==> src/rtl/wb_arbiter_if.sv <==
// Writeback bus: three producer ports (ALU, SFT, LD) in, one register-file write port out.
interface wb_arbiter_if #(
  parameter int W_DATA  = 32,
  parameter int W_RADDR = 4,
  parameter int W_CNT   = 16
);
  logic               alu_v_i, sft_v_i, ld_v_i;
  logic [W_RADDR-1:0] alu_r_i, sft_r_i, ld_r_i;
  logic [W_DATA-1:0]  alu_d_i, sft_d_i, ld_d_i;
  logic               alu_rdy_o, sft_rdy_o, ld_rdy_o;
  logic               wb_o;
  logic [15:0]        wb_r_o;
  logic [W_DATA-1:0]  wb_data_o;
  logic               stall_o;
  logic [W_CNT-1:0]   conflict_cnt_o;

  modport slave (
    input  alu_v_i, sft_v_i, ld_v_i,
    input  alu_r_i, sft_r_i, ld_r_i,
    input  alu_d_i, sft_d_i, ld_d_i,
    output alu_rdy_o, sft_rdy_o, ld_rdy_o,
    output wb_o, wb_r_o, wb_data_o, stall_o, conflict_cnt_o
  );

  modport master (
    output alu_v_i, sft_v_i, ld_v_i,
    output alu_r_i, sft_r_i, ld_r_i,
    output alu_d_i, sft_d_i, ld_d_i,
    input  alu_rdy_o, sft_rdy_o, ld_rdy_o,
    input  wb_o, wb_r_o, wb_data_o, stall_o, conflict_cnt_o
  );
endinterface

==> src/rtl/wb_arbiter.sv <==
// Round-robin writeback arbiter: one holding slot per unit, one registered write per cycle.
// Latency 2 cycles (slot + output register); a port is ready when its slot is empty or being granted.
module wb_arbiter #(
  parameter int W_DATA  = 32,
  parameter int W_RADDR = 4,
  parameter int W_CNT   = 16
) (
  input  logic           clk,
  input  logic           rst,
  wb_arbiter_if.slave    bus
);

  // Port index 0 = ALU, 1 = SFT, 2 = LD
  logic [2:0]         in_v;
  logic [W_RADDR-1:0] in_r [3];
  logic [W_DATA-1:0]  in_d [3];
  logic [2:0]         rdy;
  logic [2:0]         accept;

  logic [2:0]         slot_v_q, slot_v_d;
  logic [W_RADDR-1:0] slot_r_q [3];
  logic [W_RADDR-1:0] slot_r_d [3];
  logic [W_DATA-1:0]  slot_d_q [3];
  logic [W_DATA-1:0]  slot_d_d [3];
  logic [1:0]         ptr_q, ptr_d;
  logic               wb_q, wb_d;
  logic [15:0]        wb_r_q, wb_r_d;
  logic [W_DATA-1:0]  wb_data_q, wb_data_d;
  logic [W_CNT-1:0]   cnt_q, cnt_d;

  logic               gnt_vld;
  logic [1:0]         gnt_idx;
  logic [2:0]         gnt_oh;
  logic [1:0]         order [3];
  logic               contend;

  assign in_v    = {bus.ld_v_i, bus.sft_v_i, bus.alu_v_i};
  assign in_r[0] = bus.alu_r_i;
  assign in_r[1] = bus.sft_r_i;
  assign in_r[2] = bus.ld_r_i;
  assign in_d[0] = bus.alu_d_i;
  assign in_d[1] = bus.sft_d_i;
  assign in_d[2] = bus.ld_d_i;

  // Search order begins at the port after the last one granted
  always_comb begin
    order   = '{2'd0, 2'd1, 2'd2};
    gnt_vld = 1'b0;
    gnt_idx = 2'd0;
    case (ptr_q)
      2'd0:    order = '{2'd1, 2'd2, 2'd0};
      2'd1:    order = '{2'd2, 2'd0, 2'd1};
      default: order = '{2'd0, 2'd1, 2'd2};
    endcase
    for (int k = 0; k < 3; k++) begin
      if (!gnt_vld && slot_v_q[order[k]]) begin
        gnt_vld = 1'b1;
        gnt_idx = order[k];
      end
    end
  end

  assign gnt_oh  = gnt_vld ? (3'b001 << gnt_idx) : 3'b000;
  assign rdy     = {3{rst}} | ~slot_v_q | gnt_oh;
  assign accept  = in_v & rdy;
  assign contend = (slot_v_q[0] & slot_v_q[1]) | (slot_v_q[0] & slot_v_q[2]) |
                   (slot_v_q[1] & slot_v_q[2]);

  always_comb begin
    slot_v_d  = (slot_v_q & ~gnt_oh) | accept;
    slot_r_d  = slot_r_q;
    slot_d_d  = slot_d_q;
    ptr_d     = ptr_q;
    wb_d      = 1'b0;
    wb_r_d    = '0;
    wb_data_d = wb_data_q;
    cnt_d     = cnt_q;
    for (int p = 0; p < 3; p++) begin
      if (accept[p]) begin
        slot_r_d[p] = in_r[p];
        slot_d_d[p] = in_d[p];
      end
    end
    if (gnt_vld) begin
      ptr_d     = gnt_idx;
      wb_d      = 1'b1;
      wb_r_d    = 16'(1) << slot_r_q[gnt_idx];
      wb_data_d = slot_d_q[gnt_idx];
    end
    if (contend && !(&cnt_q)) begin
      cnt_d = cnt_q + 1'b1;
    end
  end

  always_ff @(posedge clk) begin
    if (rst) begin
      slot_v_q  <= '0;
      ptr_q     <= 2'd2;
      wb_q      <= 1'b0;
      wb_r_q    <= '0;
      wb_data_q <= '0;
      cnt_q     <= '0;
      for (int p = 0; p < 3; p++) begin
        slot_r_q[p] <= '0;
        slot_d_q[p] <= '0;
      end
    end else begin
      slot_v_q  <= slot_v_d;
      ptr_q     <= ptr_d;
      wb_q      <= wb_d;
      wb_r_q    <= wb_r_d;
      wb_data_q <= wb_data_d;
      cnt_q     <= cnt_d;
      for (int p = 0; p < 3; p++) begin
        slot_r_q[p] <= slot_r_d[p];
        slot_d_q[p] <= slot_d_d[p];
      end
    end
  end

  assign bus.alu_rdy_o      = rdy[0];
  assign bus.sft_rdy_o      = rdy[1];
  assign bus.ld_rdy_o       = rdy[2];
  assign bus.stall_o        = ~rst & (|(slot_v_q & ~gnt_oh));
  assign bus.wb_o           = wb_q;
  assign bus.wb_r_o         = wb_r_q;
  assign bus.wb_data_o      = wb_data_q;
  assign bus.conflict_cnt_o = cnt_q;

endmodule

==> src/flat_wrapper.sv <==
// flat-port wrapper written by rule: the top's interface ports become plain ports
module wb_arbiter_flat 
#(
  parameter int W_DATA  = 32,
  parameter int W_RADDR = 4,
  parameter int W_CNT   = 16
)
  (clk, rst, bus_alu_v_i, bus_sft_v_i, bus_ld_v_i, bus_alu_r_i, bus_sft_r_i, bus_ld_r_i, bus_alu_d_i, bus_sft_d_i, bus_ld_d_i, bus_alu_rdy_o, bus_sft_rdy_o, bus_ld_rdy_o, bus_wb_o, bus_wb_r_o, bus_wb_data_o, bus_stall_o, bus_conflict_cnt_o);
  wb_arbiter_if #(.W_DATA(W_DATA), .W_RADDR(W_RADDR), .W_CNT(W_CNT)) bus_i ();
  input  logic clk;
  input  logic rst;
  input wire logic [$bits(bus_i.alu_v_i)-1:0] bus_alu_v_i;
  input wire logic [$bits(bus_i.sft_v_i)-1:0] bus_sft_v_i;
  input wire logic [$bits(bus_i.ld_v_i)-1:0] bus_ld_v_i;
  input wire logic [$bits(bus_i.alu_r_i)-1:0] bus_alu_r_i;
  input wire logic [$bits(bus_i.sft_r_i)-1:0] bus_sft_r_i;
  input wire logic [$bits(bus_i.ld_r_i)-1:0] bus_ld_r_i;
  input wire logic [$bits(bus_i.alu_d_i)-1:0] bus_alu_d_i;
  input wire logic [$bits(bus_i.sft_d_i)-1:0] bus_sft_d_i;
  input wire logic [$bits(bus_i.ld_d_i)-1:0] bus_ld_d_i;
  output wire logic [$bits(bus_i.alu_rdy_o)-1:0] bus_alu_rdy_o;
  output wire logic [$bits(bus_i.sft_rdy_o)-1:0] bus_sft_rdy_o;
  output wire logic [$bits(bus_i.ld_rdy_o)-1:0] bus_ld_rdy_o;
  output wire logic [$bits(bus_i.wb_o)-1:0] bus_wb_o;
  output wire logic [$bits(bus_i.wb_r_o)-1:0] bus_wb_r_o;
  output wire logic [$bits(bus_i.wb_data_o)-1:0] bus_wb_data_o;
  output wire logic [$bits(bus_i.stall_o)-1:0] bus_stall_o;
  output wire logic [$bits(bus_i.conflict_cnt_o)-1:0] bus_conflict_cnt_o;
  assign bus_i.alu_v_i = bus_alu_v_i;
  assign bus_i.sft_v_i = bus_sft_v_i;
  assign bus_i.ld_v_i = bus_ld_v_i;
  assign bus_i.alu_r_i = bus_alu_r_i;
  assign bus_i.sft_r_i = bus_sft_r_i;
  assign bus_i.ld_r_i = bus_ld_r_i;
  assign bus_i.alu_d_i = bus_alu_d_i;
  assign bus_i.sft_d_i = bus_sft_d_i;
  assign bus_i.ld_d_i = bus_ld_d_i;
  assign bus_alu_rdy_o = bus_i.alu_rdy_o;
  assign bus_sft_rdy_o = bus_i.sft_rdy_o;
  assign bus_ld_rdy_o = bus_i.ld_rdy_o;
  assign bus_wb_o = bus_i.wb_o;
  assign bus_wb_r_o = bus_i.wb_r_o;
  assign bus_wb_data_o = bus_i.wb_data_o;
  assign bus_stall_o = bus_i.stall_o;
  assign bus_conflict_cnt_o = bus_i.conflict_cnt_o;
  wb_arbiter #(.W_DATA(W_DATA), .W_RADDR(W_RADDR), .W_CNT(W_CNT)) u_core (.clk(clk), .rst(rst), .bus(bus_i));
endmodule
==> config.mk <==
export PLATFORM = sky130hd
export DESIGN_NAME = wb_arbiter_flat
export DESIGN_NICKNAME = d
export VERILOG_FILES = /design/src/rtl/wb_arbiter_if.sv /design/src/rtl/wb_arbiter.sv /design/src/flat_wrapper.sv
export SDC_FILE = /design/constraint.sdc
export NUM_CORES = 1
export LEC_CHECK = 0
export ABC_CLOCK_PERIOD_IN_PS = 6200
export BUFFER_PORTS_ARGS = -buffer_cell sky130_fd_sc_hd__buf_4
export CAP_MARGIN = 15
export CELL_PAD_IN_SITES_DETAIL_PLACEMENT = 1
export CELL_PAD_IN_SITES_GLOBAL_PLACEMENT = 2
export CORE_MARGIN = 4
export CORE_UTILIZATION = 32
export DETAILED_ROUTE_END_ITERATION = 10
export GPL_ROUTABILITY_DRIVEN = 0
export PLACE_DENSITY = 0.83
export SYNTH_ARGS = -nofsm -noshare
export SYNTH_HDL_FRONTEND = slang
export SYNTH_SLANG_ARGS = --single-unit
export TNS_END_PERCENT = 5
==> constraint.sdc <==
create_clock -name clk -period 6.2 [get_ports clk]
set_clock_uncertainty 0.2 [all_clocks]
set_input_delay 0 -clock clk [delete_from_list [all_inputs] [get_ports clk]]
set_output_delay 0 -clock clk [all_outputs]
set_load 0.05 [all_outputs]
==> reports/metrics.json, run 1 <==
{
  "drtPass1Iterations": {"value": 4},
  "port-buffer-count": {"value": 181},
  "routed-via-count": {"value": 7090},
  "routed_wire_per_std_cell": {"value": 17.58, "unit": "µm"},
  "chipWidth": {"value": 156.2, "unit": "µm"},
  "timing.hold.worst.class": {"value": "input port to register"},
  "global_route_wire_length_before_repair": {"value": 40770, "unit": "µm"},
  "post_cts_hold_buffer_count": {"value": 169},
  "clock_tree.buffer_depth": {"value": 2},
  "overall_die_area": {"value": 24400, "unit": "µm²"},
  "crit_arrival": {"value": 4.06, "unit": "ns"},
  "count_of_flip_flops_with_a_built_in_enable_after_synthesis": {"value": 0},
  "layout-drive-gt1-share": {"value": 21.36, "unit": "%"},
  "ys_dominant_reg_cell": {"value": "sky130_fd_sc_hd__dfxtp_1"},
  "grt_use_total": {"value": 21.13, "unit": "%"},
  "relSlewSlack": {"value": 28.72, "unit": "%"},
  "detail_route.wirelength": {"value": 25600, "unit": "µm"},
  "cts_post_setup_buffers_inserted": {"value": 0},
  "drtIter0Drc": {"value": 293},
  "num-nets-final": {"value": 1281},
  "timing.rr.start": {"value": "u_core.slot_v_q[1]$_SDFF_PP0_"},
  "route.antenna.remaining_nets": {"value": 0},
  "max_ir_drop_vdd": {"value": 169.1, "unit": "µV"},
  "grt_setup_unrepaired": {"value": "no"},
  "tritoncts.num_buffers": {"value": 17},
  "timing.critical_path.from_type": {"value": "input port"},
  "path_max_fanout": {"value": 62},
  "postSynthCellCount": {"value": 849},
  "async_reset_ff_share": {"value": 0, "unit": "%"},
  "avgSynthCellArea": {"value": 8.278, "unit": "µm²"},
  "fmaxAchievable": {"value": 0.2579, "unit": "GHz"},
  "worst_skew_pair.late_latency": {"value": 0.44, "unit": "ns"},
  "num_rows": {"value": 53},
  "cts.sinks": {"value": 178},
  "reported_leakage_power": {"value": 0.004548, "unit": "µW"},
  "netlist_top_cells_area": {"value": "sky130_fd_sc_hd__dfxtp_1, sky130_fd_sc_hd__nand2_1, sky130_fd_sc_hd__a21oi_1, sky130_fd_sc_hd__mux2i_1, sky130_fd_sc_hd__mux2_2"},
  "clk_root_buffer_cell": {"value": "sky130_fd_sc_hd__clkbuf_16"},
  "post-synth-top-count-cell": {"value": "sky130_fd_sc_hd__nand2_1"},
  "synthDistinctLibCells": {"value": 54},
  "register_bit_total_from_synthesis": {"value": 178},
  "initial_antenna_violation_count": {"value": 1},
  "synth_commonest_cells": {"value": "sky130_fd_sc_hd__nand2_1, sky130_fd_sc_hd__dfxtp_1, sky130_fd_sc_hd__a21oi_1"},
  "final-max-slew-violation-count": {"value": 0},
  "critPathKind": {"value": "input port to register"},
  "hold_path_startpoint": {"value": "bus_alu_d_i[18]"},
  "floorplan.core_area": {"value": 21290, "unit": "µm²"},
  "end_kind": {"value": "register"},
  "yosysTopAreaCellShare": {"value": 50.70, "unit": "%"},
  "cp-startpoint": {"value": "rst"},
  "synthesis.yosys.warnings": {"value": 0},
  "synth_area": {"value": 7028, "unit": "µm²"},
  "cts.htree.levels": {"value": 4},
  "detail_route.drc_violations": {"value": 0},
  "worst_setup_hold_path_clk_slew": {"value": 0.08, "unit": "ns"},
  "count_of_instances_resized_after_the_clock_tree_is_built": {"value": 0},
  "io-pin-count": {"value": 182},
  "chipHeight": {"value": 156.2, "unit": "µm"},
  "final.min_clock_period": {"value": 3.877, "unit": "ns"},
  "fin_tns_setup": {"value": 0, "unit": "ns"},
  "via_count_of_the_first_global_routing_pass": {"value": 7582},
  "final_core_utilization": {"value": 50.80, "unit": "%"},
  "tritoncts": {"value": "built"},
  "floorplan.initialDensity": {"value": 33.02, "unit": "%"},
  "power_density": {"value": 266.8, "unit": "nW/µm²"},
  "number_of_violations_of_the_max_capacitance_limit": {"value": 0},
  "worst-endpoint-required": {"value": 6.38, "unit": "ns"},
  "netlist.top_cell.by_area": {"value": "sky130_fd_sc_hd__dfxtp_1"},
  "synth-seq-area-share": {"value": 50.70, "unit": "%"},
  "synth.net_count": {"value": 963},
  "report.final.hold_viol_count": {"value": 0},
  "routed_via_density": {"value": 4.870},
  "grt_max_degree": {"value": 90},
  "detailed_place_hpwl": {"value": 14920, "unit": "µm"},
  "gr-total-overflow": {"value": 0},
  "period_share": {"value": 62.54, "unit": "%"},
  "status": {"value": "finished, final reports clean"},
  "slew_of_the_pin_with_the_lowest_slew_margin": {"value": 1.067, "unit": "ns"},
  "areaGrowthSynthToFinish": {"value": 53.85, "unit": "%"},
  "setup_viol_count_final": {"value": 0}
}
-- power breakdown --
group	switching, µW	internal (µW)	total [µW]
combinational	309	229	538
clock	522	576	1100
sequential	41.3	1210	1250
total	872	2010	2880
-- logic make-up after synthesis --
| logic type | after synthesis | share of synthesized area, % |
|---|---|---|
| fa+ha+maj | 2 | 0.3204 |
| mux | 31 | 4.735 |
| compound gates | 205 | 16.75 |
| flops | 178 | 50.70 |
| xor+xnor | 12 | 1.495 |
| buf+inv | 67 | 4.273 |
| simple gates | 354 | 21.72 |
-- worst paths after layout --
path,to,slack (ns),cells past startpoint
max,u_core.slot_d_q[2]$_SDFFE_PP0P_,2.32,8
min,u_core.slot_d_q[82]$_SDFFE_PP0P_,0.15,4
max reg2reg,u_core.slot_d_q[52]$_SDFFE_PP0P_,3.07,6
min reg2reg,u_core.slot_d_q[95]$_SDFFE_PP0P_,0.26,2
-- routing by layer --
layer	wire length, µm	vias to the layer above	global-route usage (%)
met2	12770	170	36.69
met3	1210	26	3.301
met1	11170	3385	26.64
li1	-	3509	-
met4	451	0	7.479
met5	0	-	0
-- area by class of cell --
type / count / area, µm²
Multi-Input combinational cell: 604 / 3183
Fill cell: 2463 / 10470
Antenna cell: 1 / 2.502
Tap cell: 275 / 344.1
Sequential cell: 178 / 3563
Inverter: 11 / 41.29
Timing Repair Buffer: 355 / 3088
Clock inverter: 15 / 165.2
Clock buffer: 17 / 425.4
-- worst max-delay path: stages --
cell	delay, ns
sky130_fd_sc_hd__dlygate4sd3_1	0.55
sky130_fd_sc_hd__buf_4	0.55
sky130_fd_sc_hd__clkinv_1	0.82
sky130_fd_sc_hd__o2111ai_1	0.41
sky130_fd_sc_hd__and2_2	0.79
sky130_fd_sc_hd__nand2_1	0.15
sky130_fd_sc_hd__a21oi_1	0.18
sky130_fd_sc_hd__dlygate4sd3_1	0.56
-- metrics by stage --
stage                     total power (µW)  instance area, µm²  worst slack (ns)  std cells  hold slack (ns)
after floorplan                       1551                7028             3.639        849         -0.06604
after global placement                1719                8528             2.986       1254          0.04794
after detailed placement              1726                8528             2.955       1254          0.05946
after CTS                             2908               10810             2.326       1455           0.1349
after global routing                  3011               10810             2.047       1456           0.1705
final                                 2885               10810             2.323       1456           0.1536
-- sequential cells by signal, indices dropped and copies added, names as in the netlist --
signal and cells:
u_core.bus.wb_data_o 32, u_core.bus.wb_r_o 16, u_core.slot_d_q 96, u_core.slot_r_q 12, u_core.ptr_q 2, u_core.slot_v_q 3
u_core.bus.wb_o 1, u_core.bus.conflict_cnt_o 16
-- layout by cell type, fill, tap and decap left out, types with 14 or more instances in the layout --
cell,Yosys,final
sky130_fd_sc_hd__dfxtp_1,178,178
sky130_fd_sc_hd__a21o_1,20,19
sky130_fd_sc_hd__clkbuf_16,0,17
sky130_fd_sc_hd__o21ai_0,20,20
sky130_fd_sc_hd__a22oi_1,18,18
sky130_fd_sc_hd__nor2_1,18,17
sky130_fd_sc_hd__nand3_1,20,20
sky130_fd_sc_hd__nand2_1,261,259
sky130_fd_sc_hd__mux2_2,14,14
sky130_fd_sc_hd__buf_4,1,186
sky130_fd_sc_hd__dlygate4sd3_1,0,169
sky130_fd_sc_hd__mux2i_1,16,16
sky130_fd_sc_hd__a21oi_1,130,130
Note: power is estimated with default switching activity, not from simulation.
==> inputs of run 2 (changes only) <==
--- a/config.mk
+++ b/config.mk
@@ -5,16 +5,17 @@
 export SDC_FILE = /design/constraint.sdc
 export NUM_CORES = 1
 export LEC_CHECK = 0
-export ABC_CLOCK_PERIOD_IN_PS = 6200
+export ABC_AREA = 1
+export ABC_CLOCK_PERIOD_IN_PS = 3300
 export BUFFER_PORTS_ARGS = -buffer_cell sky130_fd_sc_hd__buf_4
 export CAP_MARGIN = 15
 export CELL_PAD_IN_SITES_DETAIL_PLACEMENT = 1
 export CELL_PAD_IN_SITES_GLOBAL_PLACEMENT = 2
 export CORE_MARGIN = 4
-export CORE_UTILIZATION = 32
+export CORE_UTILIZATION = 27
 export DETAILED_ROUTE_END_ITERATION = 10
 export GPL_ROUTABILITY_DRIVEN = 0
-export PLACE_DENSITY = 0.83
+export PLACE_DENSITY = 0.76
 export SYNTH_ARGS = -nofsm -noshare
 export SYNTH_HDL_FRONTEND = slang
 export SYNTH_SLANG_ARGS = --single-unit
==> constraint.sdc (replaced) <==
create_clock -name clk -period 3.3 [get_ports clk]
set_clock_uncertainty 0.2 [all_clocks]
set_input_delay 0 -clock clk [delete_from_list [all_inputs] [get_ports clk]]
set_output_delay 0 -clock clk [all_outputs]
set_load 0.05 [all_outputs]
==> reports/metrics.json, run 2 <==
{
  "clock_power_share": {"value": 25.2, "unit": "%", "change": "was 38.0%"},
  "power_density": {"value": 765.8, "unit": "nW/µm²", "change": "was 266.8 nW/µm²"},
  "path_max_fanout": {"value": 30, "change": "was 62"},
  "detail_route.drc_violations": {"value": 0, "change": "unchanged"},
  "crit_path_top_delay_cell": {"value": "sky130_fd_sc_hd__dfxtp_1", "change": "was sky130_fd_sc_hd__clkinv_1"},
  "io-pin-count": {"value": 182, "change": "unchanged"},
  "fin_tns_setup": {"value": 0, "unit": "ns", "change": "unchanged"},
  "worst_skew_pair.late_latency": {"value": 0.43, "unit": "ns", "change": "was 0.44 ns"},
  "async_reset_ff_share": {"value": 0, "unit": "%", "change": "unchanged"},
  "synth_area": {"value": 7513, "unit": "µm²", "change": "was 7028 µm²"},
  "power_frac_seq": {"value": 32.7, "unit": "%", "change": "was 43.3%"},
  "regArea": {"value": 3563, "unit": "µm²", "change": "unchanged"},
  "footprint_of_the_multi_input_gates": {"value": 3287, "unit": "µm²", "change": "was 3183 µm²"},
  "areaGrowthSynthToFinish": {"value": 44.38, "unit": "%", "change": "was 53.85%"},
  "final.min_clock_period": {"value": 3.001, "unit": "ns"},
  "reported_leakage_power": {"value": 0.004643, "unit": "µW", "change": "was 0.004548 µW"},
  "via_count_of_the_first_global_routing_pass": {"value": 7803, "change": "was 7582"},
  "total_power": {"value": 8307, "unit": "µW", "change": "was 2885 µW"},
  "grt_setup_unrepaired": {"value": "no", "change": "unchanged"},
  "cts.sinks": {"value": 178, "change": "unchanged"},
  "cp_cell_sequence": {"value": "inv_1 -> nand3_1 -> nand3_2 -> nand2_1 -> nand2_1 -> nand2_2 -> nand2_4 -> inv_4 -> nand3_2 -> nand2_4 -> buf_4 -> buf_4", "change": "was dlygate4sd3_1 -> buf_4 -> clkinv_1 -> o2111ai_1 -> and2_2 -> nand2_1 -> a21oi_1 -> dlygate4sd3_1"},
  "overall_die_area": {"value": 30560, "unit": "µm²", "change": "was 24400 µm²"},
  "yosysTopAreaCellShare": {"value": 47.43, "unit": "%", "change": "was 50.70%"},
  "end_kind": {"value": "primary output", "change": "was register"},
  "slew_of_the_pin_with_the_lowest_slew_margin": {"value": 0.8445, "unit": "ns", "change": "was 1.067 ns"},
  "ys_dominant_reg_cell": {"value": "sky130_fd_sc_hd__dfxtp_1", "change": "unchanged"},
  "fmaxAchievable": {"value": 0.3332, "unit": "GHz"},
  "register_bit_total_from_synthesis": {"value": 178, "change": "unchanged"},
  "drtIter0Drc": {"value": 332, "change": "was 293"},
  "drtPass1Iterations": {"value": 5, "change": "was 4"},
  "filler_cell_count": {"value": 3304, "change": "was 2463"},
  "routed_via_density": {"value": 4.562, "change": "was 4.870"},
  "period_share": {"value": 90.95, "unit": "%"},
  "p_sw": {"value": 3617, "unit": "µW", "change": "was 872.1 µW"},
  "num_rows": {"value": 60, "change": "was 53"},
  "power_report.internal_total": {"value": 4690, "unit": "µW", "change": "was 2013 µW"},
  "synth-seq-area-share": {"value": 47.43, "unit": "%", "change": "was 50.70%"},
  "dpl_worst_slack": {"value": 0.5084, "unit": "ns", "change": "was 2.955 ns"},
  "floorplan.core_area": {"value": 27180, "unit": "µm²", "change": "was 21290 µm²"},
  "postLayoutCellArea": {"value": 10850, "unit": "µm²", "change": "was 10810 µm²"},
  "count_of_flip_flops_with_a_built_in_enable_after_synthesis": {"value": 0, "change": "unchanged"},
  "timing.hold.worst.class": {"value": "input port to register", "change": "unchanged"},
  "clk_root_buffer_cell": {"value": "sky130_fd_sc_hd__clkbuf_16", "change": "unchanged"},
  "cts_post_setup_buffers_inserted": {"value": 0, "change": "unchanged"},
  "crit_arrival": {"value": 2.80, "unit": "ns", "change": "was 4.06 ns"},
  "postSynthCellCount": {"value": 1008, "change": "was 849"},
  "finalWorstSetupSlack": {"value": 0.2986, "unit": "ns", "change": "was 2.323 ns"},
  "post-synth-top-count-cell": {"value": "sky130_fd_sc_hd__nor2_1", "change": "was sky130_fd_sc_hd__nand2_1"},
  "detailed_place_hpwl": {"value": 16960, "unit": "µm", "change": "was 14920 µm"},
  "routed-via-count": {"value": 7550, "change": "was 7090"},
  "power.share.combinational": {"value": 42.0, "unit": "%", "change": "was 18.7%"},
  "relSlewSlack": {"value": 43.70, "unit": "%", "change": "was 28.72%"},
  "most_common_cell_after_layout_fill_and_taps_aside": {"value": "sky130_fd_sc_hd__nor2_1", "change": "was sky130_fd_sc_hd__nand2_1"},
  "synth_commonest_cells": {"value": "sky130_fd_sc_hd__nor2_1, sky130_fd_sc_hd__dfxtp_1, sky130_fd_sc_hd__nand2_1", "change": "was sky130_fd_sc_hd__nand2_1, sky130_fd_sc_hd__dfxtp_1, sky130_fd_sc_hd__a21oi_1"},
  "worst-endpoint-required": {"value": 3.10, "unit": "ns", "change": "was 6.38 ns"},
  "layout-drive-gt1-share": {"value": 19.66, "unit": "%", "change": "was 21.36%"},
  "routed_wire_per_std_cell": {"value": 15.91, "unit": "µm", "change": "was 17.58 µm"},
  "synth.net_count": {"value": 1122, "change": "was 963"},
  "detail_route.wirelength": {"value": 26330, "unit": "µm", "change": "was 25600 µm"},
  "netlist_top_cells_area": {"value": "sky130_fd_sc_hd__dfxtp_1, sky130_fd_sc_hd__nor2_1, sky130_fd_sc_hd__nand2_1, sky130_fd_sc_hd__o21ai_0, sky130_fd_sc_hd__a21oi_1", "change": "was sky130_fd_sc_hd__dfxtp_1, sky130_fd_sc_hd__nand2_1, sky130_fd_sc_hd__a21oi_1, sky130_fd_sc_hd__mux2i_1, sky130_fd_sc_hd__mux2_2"},
  "tritoncts": {"value": "built", "change": "unchanged"},
  "global_route_wire_length_before_repair": {"value": 42120, "unit": "µm", "change": "was 40770 µm"},
  "status": {"value": "finished, final reports clean", "change": "unchanged"},
  "tritoncts.num_buffers": {"value": 17, "change": "unchanged"},
  "num-nets-final": {"value": 1383, "change": "was 1281"},
  "initial_antenna_violation_count": {"value": 1, "change": "unchanged"},
  "postPlaceCellArea": {"value": 9112, "unit": "µm²", "change": "was 8528 µm²"},
  "report.final.hold_viol_count": {"value": 0, "change": "unchanged"},
  "avgSynthCellArea": {"value": 7.454, "unit": "µm²", "change": "was 8.278 µm²"},
  "route.antenna.remaining_nets": {"value": 0, "change": "unchanged"},
  "setup_viol_count_final": {"value": 0, "change": "unchanged"},
  "worst_setup_hold_path_clk_slew": {"value": 0.07, "unit": "ns", "change": "was 0.08 ns"},
  "chipHeight": {"value": 174.8, "unit": "µm", "change": "was 156.2 µm"},
  "final-max-slew-violation-count": {"value": 0, "change": "unchanged"},
  "netlist.top_cell.by_area": {"value": "sky130_fd_sc_hd__dfxtp_1", "change": "unchanged"},
  "switching_share": {"value": 43.54, "unit": "%", "change": "was 30.23%"},
  "number_of_violations_of_the_max_capacitance_limit": {"value": 0, "change": "unchanged"},
  "timing.critical_path.from_type": {"value": "register", "change": "was input port"},
  "mostFrequentLayoutCells": {"value": "sky130_fd_sc_hd__nor2_1, sky130_fd_sc_hd__buf_4, sky130_fd_sc_hd__dfxtp_1, sky130_fd_sc_hd__nand2_1, sky130_fd_sc_hd__dlygate4sd3_1", "change": "was sky130_fd_sc_hd__nand2_1, sky130_fd_sc_hd__buf_4, sky130_fd_sc_hd__dfxtp_1, sky130_fd_sc_hd__dlygate4sd3_1, sky130_fd_sc_hd__a21oi_1"},
  "clock_tree.buffer_depth": {"value": 2, "change": "unchanged"},
  "floorplan.initialDensity": {"value": 27.65, "unit": "%", "change": "was 33.02%"},
  "critical-path-max-stage-delay": {"value": 0.45, "unit": "ns", "change": "was 0.82 ns"},
  "gr-total-overflow": {"value": 0, "change": "unchanged"},
  "grt_use_total": {"value": 17.25, "unit": "%", "change": "was 21.13%"},
  "max_ir_drop_vdd": {"value": 400.3, "unit": "µV", "change": "was 169.1 µV"},
  "critPathKind": {"value": "register to primary output", "change": "was input port to register"},
  "synthesis.yosys.warnings": {"value": 0, "change": "unchanged"},
  "grt_max_degree": {"value": 74, "change": "was 90"},
  "largest_register_ffs": {"value": 96, "change": "unchanged"},
  "regMostFlops": {"value": "u_core.slot_d_q", "change": "unchanged"},
  "chipWidth": {"value": 174.8, "unit": "µm", "change": "was 156.2 µm"},
  "cts.htree.levels": {"value": 4, "change": "unchanged"},
  "regToRegSetupSlack": {"value": 0.55, "unit": "ns", "change": "was 3.07 ns"},
  "synthDistinctLibCells": {"value": 37, "change": "was 54"},
  "port-buffer-count": {"value": 181, "change": "unchanged"}
}
==> run 2: cell count changes in the layout (fill, tap and decap cells not counted), sizes merged, moves of 18 or more <==
cell,delta
o21ai,+77
inv,+74
a22oi,-18
a21oi,-70
nor2,+194
nand3b,+37
dlygate4sd3,-56
a21o,-20
nand2,-113
==> run 2: worst paths after layout <==
kind | startpoint | endpoint | cells after the start
hold reg to reg | u_core.slot_d_q[21]$_SDFFE_PP0P_ | u_core.slot_d_q[21]$_SDFFE_PP0P_ | 2
setup / recovery | u_core.slot_v_q[2]$_SDFF_PP0_ | bus_alu_rdy_o | 12
hold / removal | bus_alu_v_i | u_core.slot_v_q[0]$_SDFF_PP0_ | 3
setup reg to reg | u_core.slot_v_q[2]$_SDFF_PP0_ | u_core.bus.wb_r_o[1]$_SDFF_PP0_ | 13
==> run 2: what timing repair did <==
item | in CTS | in global routing
hold endpoints to repair | 118 | 0
hold buffers | 113 | 0
gates resized for setup | 0 | 0
==> run 2: final cells by class <==
| cell class | instances | share of cell area, % |
|---|---|---|
| diodes | 1 | 0.02307 |
| multi-input cells | 679 | 30.30 |
| well taps | 372 | 4.291 |
| clock buffers | 18 | 4.048 |
| flip-flops and latches | 178 | 32.85 |
| inverters | 86 | 3.022 |
| clock inverters | 14 | 1.499 |
| repair buffers | 307 | 23.97 |
==> run 2: logic make-up (layout without fill, tap and decap cells) <==
kind of cell | Yosys count | after routing | synth area share, %
and+or+nand+nor | 447 | 447 | 26.33
DFF | 178 | 178 | 47.43
adders and majority gates | 1 | 1 | 0.1665
other | 0 | 1 | 0
xor gates and xnor gates | 1 | 1 | 0.1166
buffers and inverters | 151 | 425 | 8.893
AOI/OAI and AO/OA | 230 | 230 | 17.07
==> run 2: worst max-delay path: cells and delay by family, from the launching register on <==
kind	cells	cell delay (ns)
buffers and inverters	4	0.83
and+or+nand+nor	8	1.07
DFF	1	0.45
==> run 2: stage by stage <==
step	hold WS (ns)	util, %	cells
4_1_cts	0.0003044	39.91	1654
5_1_grt	0.06568	39.91	1654
3_5_place_dp	0.02199	33.53	1509
3_3_place_gp	0.01905	33.53	1509
6_report	0.02584	39.92	1655
2_1_floorplan	-0.08855	-	1008
==> run 2: per-layer routing <==
| layer | vias up | share of wire [%] | track usage (%) |
|---|---|---|---|
| li1 | 3831 | - | - |
| met1 | 3572 | 47 | 21.83 |
| met2 | 127 | 49 | 30.43 |
| met3 | 20 | 3.5 | 3.375 |
| met4 | 0 | 0.98 | 3.895 |
| met5 | - | 0 | 0 |
==> run 2: power groups by stage <==
| stage | sequential [µW] | clock [µW] | combinational, µW |
|---|---|---|---|
| floorplan | 3290 | 0 | 1870 |
| CTS | 2720 | 2160 | 3550 |
| global route | 2770 | 2240 | 3870 |
| detailed placement | 2770 | 0 | 3440 |
| global placement | 2770 | 0 | 3390 |
| finish | 2720 | 2100 | 3490 |
